<file path="src/rtl/reg_pipe_if.sv">
// reg_pipe_if: upstream/downstream handshake and flush bundle for reg_pipe.
// The slave modport is the pipeline side; the master modport is the producer/consumer side.
interface reg_pipe_if #(
    parameter int WIDTH = 8
);
    logic             in_valid;
    logic [WIDTH-1:0] in_data;
    logic             in_ready;
    logic             out_valid;
    logic [WIDTH-1:0] out_data;
    logic             out_ready;
    logic             flush;

    modport master (
        output in_valid,
        output in_data,
        output out_ready,
        output flush,
        input  in_ready,
        input  out_valid,
        input  out_data
    );

    modport slave (
        input  in_valid,
        input  in_data,
        input  out_ready,
        input  flush,
        output in_ready,
        output out_valid,
        output out_data
    );
endinterface

</file>
<file path="src/rtl/reg_pipe.sv">
// reg_pipe: DEPTH-stage valid/ready register pipeline with bubble collapse and synchronous flush.
// Define REG_PIPE_CNT_EN to add the count output (number of valid stages).
module reg_pipe #(
    parameter int               WIDTH   = 8,
    parameter int               DEPTH   = 4,
    parameter logic [WIDTH-1:0] RST_VAL = '0
) (
    input  logic      clk,
    input  logic      rst,
    reg_pipe_if.slave bus
`ifdef REG_PIPE_CNT_EN
    ,
    output logic [$clog2(DEPTH+1)-1:0] count
`endif
);
    // Handshake: a word crosses a boundary at a rising edge where the sender's valid and
    // the receiver's ready are both high; ready is never a function of valid.

    logic [DEPTH-1:0] v;
    logic [WIDTH-1:0] d [DEPTH];
    logic [DEPTH-1:0] adv;

    // A stage advances when the downstream takes the head word or any stage at or ahead of it is empty.
    always_comb begin : advance_chain
        logic tail_full;
        tail_full = 1'b1;
        adv       = '0;
        for (int i = DEPTH - 1; i >= 0; i--) begin
            tail_full = tail_full & v[i];
            adv[i]    = bus.out_ready | ~tail_full;
        end
    end

    assign bus.in_ready  = rst & adv[0];
    assign bus.out_valid = v[DEPTH-1];
    assign bus.out_data  = d[DEPTH-1];

    always_ff @(posedge clk) begin
        if (!rst || bus.flush) begin
            v <= '0;
            for (int i = 0; i < DEPTH; i++) begin
                d[i] <= RST_VAL;
            end
        end else begin
            if (adv[0]) begin
                v[0] <= bus.in_valid;
                d[0] <= bus.in_data;
            end
            for (int i = 1; i < DEPTH; i++) begin
                if (adv[i]) begin
                    v[i] <= v[i-1];
                    d[i] <= d[i-1];
                end
            end
        end
    end

`ifdef REG_PIPE_CNT_EN
    localparam int CW = $clog2(DEPTH + 1);

    logic in_xfer;
    logic out_xfer;

    assign in_xfer  = bus.in_valid & bus.in_ready;
    assign out_xfer = bus.out_valid & bus.out_ready;

    always_ff @(posedge clk) begin
        if (!rst || bus.flush) begin
            count <= '0;
        end else if (in_xfer && !out_xfer) begin
            count <= count + CW'(1);
        end else if (out_xfer && !in_xfer) begin
            count <= count - CW'(1);
        end
    end
`endif

`ifndef SYNTHESIS
    // A stalled head word must not change or vanish.
    hold_on_stall: assert property (@(posedge clk)
        (rst && !bus.flush && bus.out_valid && !bus.out_ready)
        |=> (bus.out_valid && $stable(bus.out_data)));

    no_ready_in_reset: assert property (@(posedge clk) !rst |-> !bus.in_ready);
`endif
endmodule

</file>
<file path="src/flat_wrapper.sv">
// flat-port wrapper written by rule: the top's interface ports become plain ports
module reg_pipe_flat 
#(
    parameter int               WIDTH   = 8,
    parameter int               DEPTH   = 4,
    parameter logic [WIDTH-1:0] RST_VAL = '0
)
  (clk, rst, bus_in_valid, bus_in_data, bus_out_ready, bus_flush, bus_in_ready, bus_out_valid, bus_out_data);
  reg_pipe_if #(.WIDTH(WIDTH)) bus_i ();
  input  logic clk;
  input  logic rst;
  input wire logic [$bits(bus_i.in_valid)-1:0] bus_in_valid;
  input wire logic [$bits(bus_i.in_data)-1:0] bus_in_data;
  input wire logic [$bits(bus_i.out_ready)-1:0] bus_out_ready;
  input wire logic [$bits(bus_i.flush)-1:0] bus_flush;
  output wire logic [$bits(bus_i.in_ready)-1:0] bus_in_ready;
  output wire logic [$bits(bus_i.out_valid)-1:0] bus_out_valid;
  output wire logic [$bits(bus_i.out_data)-1:0] bus_out_data;
  assign bus_i.in_valid = bus_in_valid;
  assign bus_i.in_data = bus_in_data;
  assign bus_i.out_ready = bus_out_ready;
  assign bus_i.flush = bus_flush;
  assign bus_in_ready = bus_i.in_ready;
  assign bus_out_valid = bus_i.out_valid;
  assign bus_out_data = bus_i.out_data;
  reg_pipe #(.WIDTH(WIDTH), .DEPTH(DEPTH), .RST_VAL(RST_VAL)) u_core (.clk(clk), .rst(rst), .bus(bus_i));
endmodule
</file>
<file path="config.mk">
export PLATFORM = sky130hd
export DESIGN_NAME = reg_pipe_flat
export DESIGN_NICKNAME = d
export VERILOG_FILES = /design/src/rtl/reg_pipe_if.sv /design/src/rtl/reg_pipe.sv /design/src/flat_wrapper.sv
export SDC_FILE = /design/constraint.sdc
export NUM_CORES = 1
export LEC_CHECK = 0
export CAP_MARGIN = 5
export CELL_PAD_IN_SITES_DETAIL_PLACEMENT = 0
export CELL_PAD_IN_SITES_GLOBAL_PLACEMENT = 2
export CORE_UTILIZATION = 34
export DETAILED_ROUTE_END_ITERATION = 16
export PLACE_DENSITY_LB_ADDON = 0.1
export RECOVER_POWER = 50
export SLEW_MARGIN = 30
export SYNTH_ARGS = -nofsm -noshare
export SYNTH_HDL_FRONTEND = slang
export SYNTH_SLANG_ARGS = --single-unit
</file>
<file path="constraint.sdc">
create_clock -name clk -period 1.22 [get_ports clk]
set_clock_uncertainty 0.05 [all_clocks]
set_input_delay 0.244 -clock clk [delete_from_list [all_inputs] [get_ports clk]]
set_output_delay 0.244 -clock clk [all_outputs]
set_load 0.05 [all_outputs]
</file>
**After elaboration in Yosys (flattened, before gate mapping)**

Memory sizes are Yosys's and may differ from the RTL's.
Cells that the tools add are included.

- Register bits after elaboration: 4
- Bits in latches: 0
- Memory bits (writable): 32
- Memory bits (read-only): 0
- Output and inout bits: 10
- Word-level logic and storage cells: 41
- Memories: 1

- $add $sub $neg: 0
- Multipliers: 0
- Div/mod/pow operators: 0
- Magnitude comparators: 0
- Eq/ne operators: 0
- Shift operators: 0
- Mux-type cells: 18
- Bitwise gates (word level): 16
- Reductions and logical operators: 2

Memory list:

| memory | words | bits a word | read ports | clocked after memory_dff | wr ports | line | source |
|---|---|---|---|---|---|---|---|
| u_core.d | 4 | 8 | 4 | 0 | 4 | reg_pipe.sv:20 | `logic [WIDTH-1:0] d [DEPTH];` |

Operator list:

| operator | number |
|---|---|
| two-way mux 8 bit | 4 |
| two-way mux 1 bit | 14 |
| bitwise OR 1 bit | 8 |
| AND 1 bit | 4 |
| NOT 1 bit | 4 |
| logical NOT 1 bit | 1 |
| logical OR 1 bit | 1 |

**Depth between registers and ports, before layout**

- Depth after elaboration: 9
- Depth in mapped cells: 3
- Depth with buffers taken out: 2

**Worst setup path before layout**

OpenSTA, ideal clock, no wires.

- Path type: register -> output
- Start: register u_core.v[3]
- End: output port bus_in_ready
- Arrival time: 1952 ps
- Required time: 926 ps
- Path slack: -1026 ps
- Stages on the path, launching flop included: 3
- Buffers on the path: 0
- Cells stage by stage: dfxtp_1 and4b_1 a21boi_0

- Word-level cells in the longest chain between the ends: 6

RTL lines:

| what | line | source |
|---|---|---|
| start, declared | reg_pipe.sv:19 | `logic [DEPTH-1:0] v;` |
| start signal, assigned by index | reg_pipe.sv:51 | `v[i] <= v[i-1];` |
| AND 1 bit (3 in a row) | reg_pipe.sv:29 | `tail_full = tail_full & v[i];` |
| NOT 1 bit | reg_pipe.sv:30 | `adv[i] = bus.out_ready \| ~tail_full;` |
| bitwise OR 1 bit | reg_pipe.sv:30 |  |
| AND 1 bit | reg_pipe.sv:34 | `assign bus.in_ready = rst & adv[0];` |
| end, declared | flat_wrapper.sv:16 | `output wire logic [$bits(bus_i.in_ready)-1:0] bus_in_ready;` |

No other way between the ends.

**Worst setup path in the final report**

Same ends and word-level chain as after synthesis.

==> impl_results.html <==
<table>
<tr><th>Metric</th><th>Value</th></tr>
<tr><th colspan="2">Outcome</th></tr>
<tr><td>Outcome</td><td>complete, but fails checks</td></tr>
<tr><td>Violated checks</td><td>negative setup slack</td></tr>
<tr><th colspan="2">GRT</th></tr>
<tr><td>Global-route wire length before repair</td><td>4820 um</td></tr>
<tr><td>Total global routing overflow</td><td>0</td></tr>
<tr><td>Global route hottest layer</td><td>met2</td></tr>
<tr><td>Met2 track demand over resource in global routing</td><td>0.241</td></tr>
<tr><td>Initial antenna violation count</td><td>0</td></tr>
<tr><td>Maximum number of pins on one net before global-route repair</td><td>12</td></tr>
<tr><td>M1 GR Usage</td><td>0.133</td></tr>
<tr><td>Fraction of met3 tracks used by global routing</td><td>0.0363</td></tr>
<tr><td>Gr usage total</td><td>0.130</td></tr>
<tr><td>Number of global-route vias before repair</td><td>968</td></tr>
<tr><th colspan="2">Detailed routing</th></tr>
<tr><td>Detail-routed via count per cell</td><td>4.91</td></tr>
<tr><td>Via count</td><td>937</td></tr>
<tr><td>DRC violations left</td><td>0</td></tr>
<tr><td>First-iteration detailed-routing DRC count</td><td>19</td></tr>
<tr><td>Routed wire per std cell</td><td>15.1 um</td></tr>
<tr><td>Routed wire length</td><td>2880 um</td></tr>
<tr><td>Number of search-and-repair iterations in the first detailed-routing pass</td><td>4</td></tr>
<tr><td>Count of antenna-violating nets left after detailed routing</td><td>0</td></tr>
<tr><th colspan="2">Worst hold path</th></tr>
<tr><td>Hold path endpoint</td><td>u_core.v[0]</td></tr>
<tr><td>HP Start</td><td>bus_flush</td></tr>
<tr><td>Hold crit path type</td><td>input pin to flip-flop</td></tr>
<tr><td>Number of cells on the worst hold path</td><td>3</td></tr>
<tr><th colspan="2">Worst setup path</th></tr>
<tr><td>Worst-case register-to-register setup slack</td><td>-0.13 ns</td></tr>
<tr><td>Worst Setup End Kind</td><td>output port</td></tr>
<tr><td>Critical path class</td><td>flip-flop to output port</td></tr>
<tr><td>Startpoint of the worst-slack reg-to-reg timing path</td><td>u_core.v[3]</td></tr>
<tr><td>CP arrival</td><td>1.20 ns</td></tr>
<tr><td>CP max stage cell</td><td>sky130_fd_sc_hd__dfxtp_4</td></tr>
<tr><td>Slowest cell delay on critical path</td><td>0.34 ns</td></tr>
<tr><td>List of cells traversed by the critical path</td><td>and4b_2 -&gt; a21boi_4 -&gt; buf_12</td></tr>
<tr><td>Data required time of the worst path</td><td>0.93 ns</td></tr>
<tr><td>Max Fanout on Critical Path</td><td>2</td></tr>
<tr><td>Startpoint Class</td><td>flip-flop</td></tr>
<tr><td>Worst Reg2Reg Path Length in Cells</td><td>5</td></tr>
<tr><td>FF-to-FF End</td><td>u_core.d[0][3]</td></tr>
<tr><th colspan="2">STA</th></tr>
<tr><td>Max-slew violation total from the final report</td><td>0</td></tr>
<tr><td>Hold Worst Slack</td><td>0.403 ns</td></tr>
<tr><td>Unrepaired setup endpoints after global routing</td><td>yes</td></tr>
<tr><td>Minimum clock period after layout</td><td>1.49 ns</td></tr>
<tr><td>Final setup violation count</td><td>60</td></tr>
<tr><td>Relative slew slack</td><td>0.843</td></tr>
<tr><td>Worst slew pin tran</td><td>0.234 ns</td></tr>
<tr><td>Final cycle utilization of the critical path</td><td>1.22</td></tr>
<tr><td>Worst setup margin</td><td>-0.274 ns</td></tr>
<tr><td>Achievable Freq</td><td>670 MHz</td></tr>
<tr><td>Hold Violations, Final</td><td>0</td></tr>
<tr><th colspan="2">Die</th></tr>
<tr><td>Full die area</td><td>4850 um2</td></tr>
<tr><td>Vert. Die Dim</td><td>69.7 um</td></tr>
<tr><td>Initial core utilization</td><td>0.355</td></tr>
<tr><td>Count of standard-cell rows</td><td>24</td></tr>
<tr><td>Standard cell core area</td><td>4380 um2</td></tr>
<tr><td>Overall die width</td><td>69.7 um</td></tr>
<tr><td>Top-level port count</td><td>23</td></tr>
<tr><th colspan="2">Layout</th></tr>
<tr><td>Post-layout net count</td><td>151</td></tr>
<tr><td>Final core area utilization</td><td>0.548</td></tr>
<tr><td>P&amp;R area growth vs syn</td><td>54.3%</td></tr>
<tr><td>Total inserted antenna cells</td><td>0</td></tr>
<tr><td>Fill cell instance count of the final layout</td><td>338</td></tr>
<tr><td>Fin area</td><td>2400 um2</td></tr>
<tr><td>Share of cells above drive strength 1</td><td>0.561</td></tr>
<tr><td>Number of cells in the finished layout apart from fillers</td><td>191</td></tr>
<tr><th colspan="2">Synthesis</th></tr>
<tr><td>Synthesized area per cell</td><td>15.6 um2</td></tr>
<tr><td>Number of nets in the synthesized netlist</td><td>113</td></tr>
<tr><td>Count of unique library cells instantiated by Yosys</td><td>22</td></tr>
<tr><td>Top FF cell, synth</td><td>sky130_fd_sc_hd__edfxtp_1</td></tr>
<tr><td>Yosys warning total</td><td>0</td></tr>
<tr><td>Synthesized instance count</td><td>100</td></tr>
<tr><td>Fraction of registers with async set or reset after synthesis</td><td>0</td></tr>
<tr><td>Sequential-to-total area share from yosys stat</td><td>0.669</td></tr>
<tr><td>Count of state elements after synthesis</td><td>36</td></tr>
<tr><td>Post-synthesis cell area</td><td>1560 um2</td></tr>
<tr><td>Library cell occupying the most area in the post-synthesis netlist</td><td>sky130_fd_sc_hd__edfxtp_1</td></tr>
<tr><td>Top cells by area in the synthesized netlist</td><td>sky130_fd_sc_hd__edfxtp_1 (62%), sky130_fd_sc_hd__and3_1 (6.4%), sky130_fd_sc_hd__nor3b_2 (6.4%)</td></tr>
<tr><td>Post-synth EDFFs</td><td>32</td></tr>
<tr><td>Share of the synthesized area in the top cell type</td><td>0.617</td></tr>
<tr><th colspan="2">Place</th></tr>
<tr><td>Total half-perimeter wirelength after legalization and detailed placement</td><td>1760 um</td></tr>
<tr><td>Cell Area, Placed</td><td>2010 um2</td></tr>
<tr><td>Buffers added on ports</td><td>22</td></tr>
<tr><td>Final weighted congestion of routability-driven global placement</td><td>0.615</td></tr>
<tr><td>Total placed cells including tap cells</td><td>172</td></tr>
<tr><th colspan="2">Clocking</th></tr>
<tr><td>Number of buffers between clock root and the deepest sink</td><td>2</td></tr>
<tr><td>TritonCTS clock tree</td><td>built</td></tr>
<tr><td>Clk root buf</td><td>sky130_fd_sc_hd__clkbuf_8</td></tr>
<tr><td>Number of H-tree levels</td><td>2</td></tr>
<tr><td>Hold-fix buffers, CTS</td><td>0</td></tr>
<tr><td>Cts bufs inserted</td><td>5</td></tr>
<tr><td>Clock network latency to the later pin of the worst-skew pair</td><td>0.28 ns</td></tr>
<tr><td>Total clock sinks</td><td>36</td></tr>
<tr><td>Clock Pin Slew Worst Setup and Hold Paths</td><td>0.07 ns</td></tr>
<tr><th colspan="2">Power and ir drop</th></tr>
<tr><td>Leakage</td><td>0.00109 uW</td></tr>
<tr><td>Worst VDD drop</td><td>0.564 mV</td></tr>
<tr><td>PwrDens</td><td>1060 nW/um2</td></tr>
<tr><td>Total power</td><td>2540 uW</td></tr>
<tr><th colspan="2">Job</th></tr>
<tr><td>Max-cap check violation count</td><td>0</td></tr>
</table>
## critical path, delay by kind of cell, from the launching register on
kind | cells | cell delay, ns
simple gates | 1 | 0.27
flops | 1 | 0.34
compound gates | 1 | 0.16
buf+inv | 1 | 0.15
## area by class of cell
type,instances,area (um2),area share
tap,52,65.1,0.0271
clock inverter,2,35.0,0.0146
inverter,1,3.75,0.00156
timing repair buffer,43,562,0.234
sequential,36,1050,0.437
multi-input combinational,51,614,0.256
clock buffer,6,72.6,0.0302
## metal layers
layer / vias to the layer above / wire [um]
li1: 457 / -
met1: 453 / 1070
met2: 23 / 1650
met3: 4 / 126
met4: 0 / 28
met5: - / 0
## synth_stat cells, types with 2 or more instances
cell type / instances
sky130_fd_sc_hd__and3_1: 16
sky130_fd_sc_hd__buf_2: 4
sky130_fd_sc_hd__buf_4: 9
sky130_fd_sc_hd__dfxtp_1: 4
sky130_fd_sc_hd__edfxtp_1: 32
sky130_fd_sc_hd__nand2_1: 3
sky130_fd_sc_hd__nand2b_1: 2
sky130_fd_sc_hd__nor3b_2: 8
sky130_fd_sc_hd__o211a_1: 8
sky130_fd_sc_hd__o21a_1: 2
## how the worst max path moves through the flow
stage                     slack, ns         from              end  cells after the start
after floorplan               -0.08  u_core.v[3]     bus_in_ready                      2
after global placement        -0.42    bus_flush   u_core.d[0][9]                      4
after detailed placement      -0.46    bus_flush  u_core.d[0][13]                      4
after CTS                     -0.31  u_core.v[3]     bus_in_ready                      3
after global routing          -0.30  u_core.v[3]     bus_in_ready                      3
final                         -0.27  u_core.v[3]     bus_in_ready                      3
## sequential cells by signal, indices dropped and copies added (netlist names)
name      count
u_core.d     32
u_core.v      4
## placed cells by master, fill, tap and decap left out, types with 2 or more instances in the layout
master and n:
sky130_fd_sc_hd__clkdlybuf4s50_1 9, sky130_fd_sc_hd__and3_4 13, sky130_fd_sc_hd__dlygate4sd2_1 2, sky130_fd_sc_hd__o211a_1 8, sky130_fd_sc_hd__buf_12 12, sky130_fd_sc_hd__and3_1 3
sky130_fd_sc_hd__edfxtp_1 32, sky130_fd_sc_hd__clkbuf_8 5, sky130_fd_sc_hd__nand4b_4 3, sky130_fd_sc_hd__nor3b_2 7, sky130_fd_sc_hd__buf_6 7, sky130_fd_sc_hd__o21a_1 2
sky130_fd_sc_hd__dfxtp_4 2, sky130_fd_sc_hd__buf_4 8, sky130_fd_sc_hd__buf_8 2
## per-stage QoR
step	setup slack, ns	TNS [ns]
final	-0.274	-5.31
after global routing	-0.303	-7.31
after global placement	-0.419	-26.70
after detailed placement	-0.461	-28.62
after floorplan	-0.0789	-1.10
after CTS	-0.306	-4.15
## power breakdown
part           internal, uW  leakage, uW  switching [uW]
Combinational           105     0.000607            70.0
Sequential             1340     0.000426            6.23
Clock                   606    0.0000552             409
Total                  2050      0.00109             485
## what timing repair did
action	in CTS	in global routing
gates resized for setup	21	30
pin swaps	5	21
gates cloned	3	0
endpoints found under the setup margin	68	68
setup buffers	6	5
## logic make-up after synthesis
logic type | Yosys count | share of synthesized area
and+or+nand+nor | 36 | 0.188
DFF | 36 | 0.669
AOI/OAI and AO/OA | 13 | 0.0772
buffers and inverters | 15 | 0.0659
Power figures use the tool's default switching activity.
